`config.mk`:
```
export PLATFORM = sky130hd
export DESIGN_NAME = iob_clken_ctrl_flat
export DESIGN_NICKNAME = d
export VERILOG_FILES = /design/src/rtl/iob_clken_ctrl_pkg.sv /design/src/rtl/iob_clken_ctrl_if.sv /design/src/rtl/iob_clken_prescaler.sv /design/src/rtl/iob_clken_ctrl.sv /design/src/flat_wrapper.sv
export SDC_FILE = /design/constraint.sdc
export NUM_CORES = 1
export LEC_CHECK = 0
export ABC_AREA = 1
export CORE_ASPECT_RATIO = 1.4
export CORE_MARGIN = 2
export CORE_UTILIZATION = 50
export CTS_CLUSTER_SIZE = 25
export DETAILED_ROUTE_END_ITERATION = 8
export PLACE_DENSITY = 0.73
export SLEW_MARGIN = 20
export SYNTH_ARGS = -nofsm -noshare
export SYNTH_HDL_FRONTEND = slang
export SYNTH_SLANG_ARGS = --single-unit
export TNS_END_PERCENT = 20
```
`constraint.sdc`:
```
create_clock -name clk_i -period 2.1 [get_ports clk_i]
set_clock_uncertainty 0.2 [all_clocks]
set_input_delay 0.315 -clock clk_i [delete_from_list [all_inputs] [get_ports clk_i]]
set_output_delay 0.315 -clock clk_i [all_outputs]
set_load 0.01 [all_outputs]
```
`src/rtl/iob_clken_ctrl_pkg.sv`:
```
`default_nettype none
// ============================================================================
//  Module   : iob_clken_ctrl_pkg
//  Purpose  : Shared state encoding and default widths for iob_clken_ctrl.
//  Revision : 1.0 - initial release
// ============================================================================
package iob_clken_ctrl_pkg;

    localparam int C_DIV_W = 16;
    localparam int C_CNT_W = 16;

    localparam logic [0:0] C_ST_IDLE = 1'b0;
    localparam logic [0:0] C_ST_RUN  = 1'b1;

    typedef enum logic [0:0] {
        ST_IDLE = C_ST_IDLE,
        ST_RUN  = C_ST_RUN
    } state_t;

endpackage
`default_nettype wire

```
`src/rtl/iob_clken_ctrl_if.sv`:
```
`default_nettype none
// ============================================================================
//  Module   : iob_clken_ctrl_if
//  Purpose  : Config handshake, run control and tick outputs of iob_clken_ctrl.
//             half_o exists only when IOB_CLKEN_CTRL_HALF_EN is defined.
//  Revision : 1.0 - initial release
// ============================================================================
interface iob_clken_ctrl_if #(
    parameter int DIV_W = 16,
    parameter int CNT_W = 16
);
    logic             cfg_valid_i;
    logic             cfg_ready_o;
    logic [DIV_W-1:0] cfg_div_i;
    logic [CNT_W-1:0] cfg_cnt_i;
    logic             start_i;
    logic             stop_i;
    logic             busy_o;
    logic             tick_o;
    logic [CNT_W-1:0] tick_cnt_o;
    logic             done_o;
`ifdef IOB_CLKEN_CTRL_HALF_EN
    logic             half_o;
`endif

    modport master (
        output cfg_valid_i, cfg_div_i, cfg_cnt_i, start_i, stop_i,
        input  cfg_ready_o, busy_o, tick_o, tick_cnt_o, done_o
`ifdef IOB_CLKEN_CTRL_HALF_EN
        , input half_o
`endif
    );

    modport slave (
        input  cfg_valid_i, cfg_div_i, cfg_cnt_i, start_i, stop_i,
        output cfg_ready_o, busy_o, tick_o, tick_cnt_o, done_o
`ifdef IOB_CLKEN_CTRL_HALF_EN
        , output half_o
`endif
    );

endinterface
`default_nettype wire

```
`src/rtl/iob_clken_prescaler.sv`:
```
`default_nettype none
// ============================================================================
//  Module   : iob_clken_prescaler
//  Purpose  : Divisor counter that wraps on compare-to-div and decodes the tick
//             (and, with IOB_CLKEN_CTRL_HALF_EN, the mid-period half strobe).
//  Revision : 1.0 - initial release
// ============================================================================
module iob_clken_prescaler #(
    parameter int DIV_W = 16
) (
    input  wire logic             clk,
    input  wire logic             rst,
    input  wire logic             i_clr,
    input  wire logic             i_en,
    input  wire logic [DIV_W-1:0] i_div,
`ifdef IOB_CLKEN_CTRL_HALF_EN
    output logic                  o_half,
`endif
    output logic                  o_tick
);

    logic [DIV_W-1:0] r_count;
    logic             w_hit;

    assign w_hit = (r_count == i_div);

    always_ff @(posedge clk) begin
        if (rst || i_clr) begin
            r_count <= '0;
        end else if (i_en) begin
            r_count <= w_hit ? '0 : r_count + DIV_W'(1);
        end
    end

    // Decodes qualify on enable so both strobes stay low outside RUN.
    assign o_tick = i_en && w_hit;
`ifdef IOB_CLKEN_CTRL_HALF_EN
    assign o_half = i_en && (r_count == (i_div >> 1));
`endif

endmodule
`default_nettype wire

```
`src/rtl/iob_clken_ctrl.sv`:
```
`default_nettype none
// ============================================================================
//  Module   : iob_clken_ctrl
//  Purpose  : Programmable clock-enable controller: periodic one-cycle ticks,
//             optional burst length, done pulse. Option: IOB_CLKEN_CTRL_HALF_EN.
//  Revision : 1.0 - initial release
// ============================================================================
module iob_clken_ctrl
    import iob_clken_ctrl_pkg::*;
#(
    parameter int DIV_W = C_DIV_W,
    parameter int CNT_W = C_CNT_W
) (
    input  wire logic        clk_i,
    input  wire logic        rst_i,
    iob_clken_ctrl_if.slave  bus
);

    state_t           r_state;
    logic [DIV_W-1:0] r_div;
    logic [CNT_W-1:0] r_cnt;
    logic [CNT_W-1:0] r_tick_cnt;
    logic             r_done;

    logic             w_run;
    logic             w_start;
    logic             w_tick;
    logic             w_last;
    logic [CNT_W-1:0] w_tick_cnt_nxt;

    assign w_run          = (r_state == ST_RUN);
    assign w_start        = !w_run && bus.start_i;
    assign w_tick_cnt_nxt = r_tick_cnt + CNT_W'(1);
    // Final tick of a finite burst; completion takes priority over stop.
    assign w_last         = (r_cnt != '0) && w_tick && (w_tick_cnt_nxt == r_cnt);

    iob_clken_prescaler #(
        .DIV_W (DIV_W)
    ) u_prescaler (
        .clk    (clk_i),
        .rst    (rst_i),
        .i_clr  (w_start),
        .i_en   (w_run),
        .i_div  (r_div),
`ifdef IOB_CLKEN_CTRL_HALF_EN
        .o_half (bus.half_o),
`endif
        .o_tick (w_tick)
    );

    always_ff @(posedge clk_i) begin
        if (rst_i) begin
            r_state    <= ST_IDLE;
            r_div      <= '0;
            r_cnt      <= '0;
            r_tick_cnt <= '0;
            r_done     <= 1'b0;
        end else begin
            r_done <= 1'b0;
            case (r_state)
                ST_IDLE: begin
                    if (bus.cfg_valid_i) begin
                        r_div <= bus.cfg_div_i;
                        r_cnt <= bus.cfg_cnt_i;
                    end
                    if (bus.start_i) begin
                        r_state    <= ST_RUN;
                        r_tick_cnt <= '0;
                    end
                end
                ST_RUN: begin
                    if (w_tick) begin
                        r_tick_cnt <= w_tick_cnt_nxt;
                    end
                    if (w_last) begin
                        r_state <= ST_IDLE;
                        r_done  <= 1'b1;
                    end else if (bus.stop_i) begin
                        r_state <= ST_IDLE;
                    end
                end
                default: r_state <= ST_IDLE;
            endcase
        end
    end

    assign bus.cfg_ready_o = !w_run;
    assign bus.busy_o      = w_run;
    assign bus.tick_o      = w_tick;
    assign bus.tick_cnt_o  = r_tick_cnt;
    assign bus.done_o      = r_done;

endmodule
`default_nettype wire

```
`src/flat_wrapper.sv`:
```
// flat-port wrapper written by rule: the top's interface ports become plain ports
module iob_clken_ctrl_flat import iob_clken_ctrl_pkg::*;
#(
    parameter int DIV_W = C_DIV_W,
    parameter int CNT_W = C_CNT_W
)
  (clk_i, rst_i, bus_cfg_valid_i, bus_cfg_div_i, bus_cfg_cnt_i, bus_start_i, bus_stop_i, bus_cfg_ready_o, bus_busy_o, bus_tick_o, bus_tick_cnt_o, bus_done_o);
  iob_clken_ctrl_if #(.DIV_W(DIV_W), .CNT_W(CNT_W)) bus_i ();
  input  wire logic clk_i;
  input  wire logic rst_i;
  input wire logic [$bits(bus_i.cfg_valid_i)-1:0] bus_cfg_valid_i;
  input wire logic [$bits(bus_i.cfg_div_i)-1:0] bus_cfg_div_i;
  input wire logic [$bits(bus_i.cfg_cnt_i)-1:0] bus_cfg_cnt_i;
  input wire logic [$bits(bus_i.start_i)-1:0] bus_start_i;
  input wire logic [$bits(bus_i.stop_i)-1:0] bus_stop_i;
  output wire logic [$bits(bus_i.cfg_ready_o)-1:0] bus_cfg_ready_o;
  output wire logic [$bits(bus_i.busy_o)-1:0] bus_busy_o;
  output wire logic [$bits(bus_i.tick_o)-1:0] bus_tick_o;
  output wire logic [$bits(bus_i.tick_cnt_o)-1:0] bus_tick_cnt_o;
  output wire logic [$bits(bus_i.done_o)-1:0] bus_done_o;
  assign bus_i.cfg_valid_i = bus_cfg_valid_i;
  assign bus_i.cfg_div_i = bus_cfg_div_i;
  assign bus_i.cfg_cnt_i = bus_cfg_cnt_i;
  assign bus_i.start_i = bus_start_i;
  assign bus_i.stop_i = bus_stop_i;
  assign bus_cfg_ready_o = bus_i.cfg_ready_o;
  assign bus_busy_o = bus_i.busy_o;
  assign bus_tick_o = bus_i.tick_o;
  assign bus_tick_cnt_o = bus_i.tick_cnt_o;
  assign bus_done_o = bus_i.done_o;
  iob_clken_ctrl #(.DIV_W(DIV_W), .CNT_W(CNT_W)) u_core (.clk_i(clk_i), .rst_i(rst_i), .bus(bus_i));
endmodule
```
## After elaboration in Yosys (flattened, before gate mapping)

Cells that the tools add are included.

- Register bits after elaboration: 66
- Input port bits: 37
- Output and inout bits: 20
- Word-level logic and storage cells: 32

- Add/sub/neg operators: 2
- Equality and inequality tests: 4
- Multiplexer cells: 9
- Bitwise operators: 1
- Reduce and logical (&&, ||, !) cells: 10

Operator list:

| cell | count |
|---|---|
| 16-bit two-way mux | 3 |
| 16-bit by 1-bit adder with 16-bit output, second input constant | 2 |
| 16-bit == test | 2 |
| 16-bit case mux with 2 select lines | 1 |
| 16-bit nonzero test | 1 |
| 1-bit logical AND | 4 |
| 1-bit two-way mux | 4 |
| 2-bit != test, second input constant | 2 |
| 2-bit AND reduction | 2 |
| 1-bit case mux with 2 select lines | 1 |
| 2-bit OR reduction | 1 |
| 1-bit logical NOT | 1 |
| 1-bit logical OR | 1 |
| 1-bit NOT | 1 |

## Depth between registers and ports, before layout

- Word-level depth: 6
- Gate-level depth with buffers: 14
- Gate-level depth less buffers: 14

## By module

A second synthesis with hierarchy kept.

- Cell total of the unflattened synthesis: 623
- Area total of the unflattened synthesis: 3813.7 µm²

Modules (own cells, without submodules):

| module | times used | cells an instance | area each (µm²) | sequential area each (µm²) |
|---|---|---|---|---|
| iob_clken_ctrl | 1 | 408 | 2612.5 | 1001.0 |
| iob_clken_prescaler | 1 | 215 | 1201.2 | 320.3 |

## Least setup slack after synthesis

OpenSTA, ideal clock, no wires.

- Path type: reg-to-reg
- Start: reg u_core.r_tick_cnt[0] (netlist: u_core.bus.tick_cnt_o[0])
- End: reg u_core.r_state (netlist: u_core.bus.busy_o)
- Setup time: 0.132 ns
- Arrival time: 1.625 ns
- Data required time: 1.768 ns
- Setup slack: 0.143 ns
- Stages on the path, launching flop included: 15
- Buffers on the path: 0
- Clock period less this slack: 1.957 ns
- Cells stage by stage: dfxtp_1 ha_1 nand3_1 inv_1 nand2_1 nand2_1 nand2_1 nand2_1 nand2_1 nor2_1 nand2_1 nor2_1 nand3_2 nand2_1 a21oi_1

- Cells in the longest elaborated chain, start to end: 5

Ends and longest elaborated chain:

| item | line | RTL |
|---|---|---|
| from (decl) | iob_clken_ctrl.sv:22 | `logic [CNT_W-1:0] r_tick_cnt;` |
| from (signal assigned) | iob_clken_ctrl.sv:73 | `r_tick_cnt <= w_tick_cnt_nxt;` |
| 16-bit by 1-bit adder with 16-bit output | iob_clken_ctrl.sv:33 | `assign w_tick_cnt_nxt = r_tick_cnt + CNT_W'(1);` |
| 16-bit == test | iob_clken_ctrl.sv:35 | `assign w_last = (r_cnt != '0) && w_tick && (w_tick_cnt_nxt == r_cnt);` |
| 1-bit logical AND | iob_clken_ctrl.sv:35 |  |
| 1-bit two-way mux | iob_clken_ctrl.sv:75 | `if (w_last) begin` |
| 1-bit case mux with 2 select lines | iob_clken_ctrl.sv:60 | `case (r_state)` |
| to (signal assigned) | iob_clken_ctrl.sv:67 | `r_state <= ST_RUN;` |
| to (signal assigned) | iob_clken_ctrl.sv:76 | `r_state <= ST_IDLE;` |
| to (signal assigned) | iob_clken_ctrl.sv:79 | `r_state <= ST_IDLE;` |
| to (decl) | iob_clken_ctrl.sv:19 | `state_t r_state;` |

Every way passes these cells.
A chain may end at the register's enable or synchronous reset.

## Worst setup path after layout

Ends and elaborated chain as after synthesis.

==> results.md <==
* Hold Startpoint: u_core.r_div[6]
* Post-Synth Adder-Cell Area at 0.7110%
* Die Wd at 74.91 um
* Post-Synth Simple-Gate Area at 32.39%
* Synth warn at 0
* CTS root buffer: clkbuf_8
* Reg2reg start: u_core.bus.tick_cnt_o[0]
* Die area at 7736 um^2
* Grt total ovfl at 0
* Vias at 3551
* Post-Synth XOR/XNOR Area at 6.328%
* Maximum clock rate at 0.4895 GHz
* RSZ-0062 raised after global routing: true
* Ys async rst share at 0%
* TritonCTS clock tree: done
* TritonCTS buffer count at 9
* Mapped Cells at 524
* Vias in the first global route at 3350
* Setup-failing EPs final at 0
* Io pins at 57
* Hold path endpoint: u_core.r_div[6]
* Routed length per instance at 12.69 um
* Fin. Hold Viols at 0
* Final cycle utilization of the critical path at 97.28%
* Most used DFF post-synth: dfxtp_1
* Pwr Total at 2.841 mW
* Avg Cell Area, Syn at 6.717 um^2
* Hold depth at 2
* Die height at 103.3 um
* Most common cell after layout, fill and taps aside: nand2_1
* Core area at 6892 um^2
* Syn_nets at 563
* Seq/Total Area, Yosys at 37.54%
* Main combinational cell family by area after synthesis: simple AND/OR/NAND/NOR gates
* Initial Util at 51.07%
* Iter 0 DRT Violations at 209
* Worst slew pin tran at 0.3113 ns
* Layout cell share with drive strength beyond 1 at 22.87%
* Worst Path Arrival at 2.08 ns
* Compound-Gate Fraction of Synth Area at 13.30%
* Buffers on Ports at 56
* Routed WL at 9.084 mm
* Nets at 655
* Cell Count, Final, Fillers Out at 716
* Number of synthesized flops with an enable pin at 0
* Synth-to-Final Area Change at 36.76%
* Cell Area, Synth at 3520 um^2
* Startpoint types: flip-flop
* DRT Pass-1 Iters at 5
* Post-synthesis mux area share at 0%
* Rel. slew slack at 79.09%
* Hold Crit Class: flip-flop to flip-flop
* Worst-path clk slew at 0.07 ns
* Status: finished, final reports clean
* Most frequent cells in the layout: nand2_1, inv_1, a21oi_1, clkdlybuf4s50_1, dfxtp_1
* Routability cong. at 0.9509
* Total GRT Usage at 24.59%
* Initial antenna violation count at 0
* Reg2Reg Depth at 13
* Post-route ant nets at 0
* Synth unique cells at 31
* CTS H-tree depth at 3
* Max Cap Viol at 0
* Fin crit period at 2.043 ns
* DP HPWL at 6.570 mm
* Setup WS post-layout at 0.05703 ns
* CP required at 2.13 ns
* Flop2flop setup slack at 0.06 ns
* Via/cell ratio at 4.959
* Critical path class: flip-flop to flip-flop
* # DRC at 0
* ANT cells at 0
* CTS sink count at 66
* Largest net degree at the start of global routing at 64
* Worst reg2reg path endpoint: u_core.bus.busy_o
* Clk_lat worst skew at 0.35 ns
* Hold_ws at 0.2656 ns
* Yosys reg bits at 66
* Worst VDD drop at 0.4756 mV
* CTS max path bufs at 2
* Critical-path maximum fanout at 6
* Static leakage at 1.995 nW
* Final Max Slew Viols at 0
* Crit end category: flip-flop
* Post-Place Setup Slack at -0.03762 ns
* PwrDens at 590.2 nW/um^2
* Wire length of the first global-routing pass at 14.50 mm
* Placed Instances at 694
* Row count at 36
[Yosys cell counts, types with 2 or more instances]
master      n  area share (%)
nand2_1   153              16
dfxtp_1    66              38
inv_1      59             6.3
a21oi_1    55             7.8
nor2_1     46             4.9
o21ai_0    37             5.3
nand3_1    26             3.7
inv_2      13             1.4
clkbuf_1   11             1.2
xor2_1     11             2.7
nor2_2      7             1.2
nor3_1      5            0.71
xnor2_1     4             1.0
nand2_2     3            0.53
nand3_2     3            0.85
nand4_1     3            0.53
xnor3_1     3             1.9
buf_4       2            0.43
ha_1        2            0.71
nand3b_1    2            0.43
nor2_4      2            0.64
nor3b_1     2            0.43
[registers in the layout (all words and copies together) (netlist names)]
name                        cells
u_core.bus.busy_o               1
u_core.bus.done_o               1
u_core.bus.tick_cnt_o          16
u_core.r_cnt                   16
u_core.r_div                   16
u_core.u_prescaler.r_count     16
[power breakdown]
part	leakage (nW)	switching, mW	internal (mW)
clock network	0.0986	0.506	0.612
registers	0.551	0.0345	1.30
logic	1.35	0.206	0.180
total	1.99	0.746	2.09
[how the worst max path moves through the flow]
stage,startpoint,endpoint,cells past startpoint
floorplan,u_core.bus.tick_cnt_o[0],u_core.bus.busy_o,14
global placement,u_core.u_prescaler.r_count[11],bus_tick_o,9
detailed placement,u_core.u_prescaler.r_count[11],bus_tick_o,9
CTS,u_core.bus.busy_o,bus_cfg_ready_o,3
global route,u_core.bus.tick_cnt_o[0],u_core.bus.busy_o,13
finish,u_core.bus.tick_cnt_o[0],u_core.bus.busy_o,13
[critical path, stage by stage, from the launching register on]
cell	delay, ns
dfxtp_2	0.37
buf_6	0.13
nand2_1	0.08
nor2_4	0.16
buf_4	0.14
nand3_2	0.09
nand3_1	0.08
nand2_1	0.08
nor2_1	0.14
nand3_2	0.10
nor2_1	0.14
nand3_2	0.10
nand2_1	0.07
a21oi_1	0.05
[area by class of cell]
cell class	count	area, um^2
repair buffers	96	888.4
inverters	72	272.8
clock inverters	4	50.05
clock buffers	12	155.1
multi-input cells	371	1969
flip-flops and latches	66	1359
fillers	584	2078
well taps	95	118.9
[logic make-up (layout without fill, tap and decap cells)]
kind of cell,count (synthesis),after routing
compound gates,93,93
xor+xnor,19,19
fa+ha+maj,2,2
buf+inv,87,184
flops,66,66
simple gates,257,257
[per-stage QoR]
stage	cell area, um^2	utilization, %	TNS, ns
after CTS	4628	67.16	0
after floorplan	3520	-	0
after global placement	4397	63.80	-0.06317
final	4813	69.84	0
after detailed placement	4397	63.80	-0.03762
after global routing	4813	69.84	-0.1133
[layer usage]
layer	vias up	part of all wire, %	global-route usage (%)	wire, um
li1	1842	-	-	-
met1	1577	39	25.84	3511
met2	103	54	45.55	4881
met3	29	4.0	5.620	360
met4	0	3.6	10.85	331
met5	-	0	0	0
[timing repair]
item,4_1_cts,5_1_grt
hold buffers,0,0
gates resized for setup,21,50
setup endpoints to repair,2,25
setup buffers,1,5
hold endpoints to repair,0,0
pin swaps,5,18
Power figures use the tool's default switching activity.
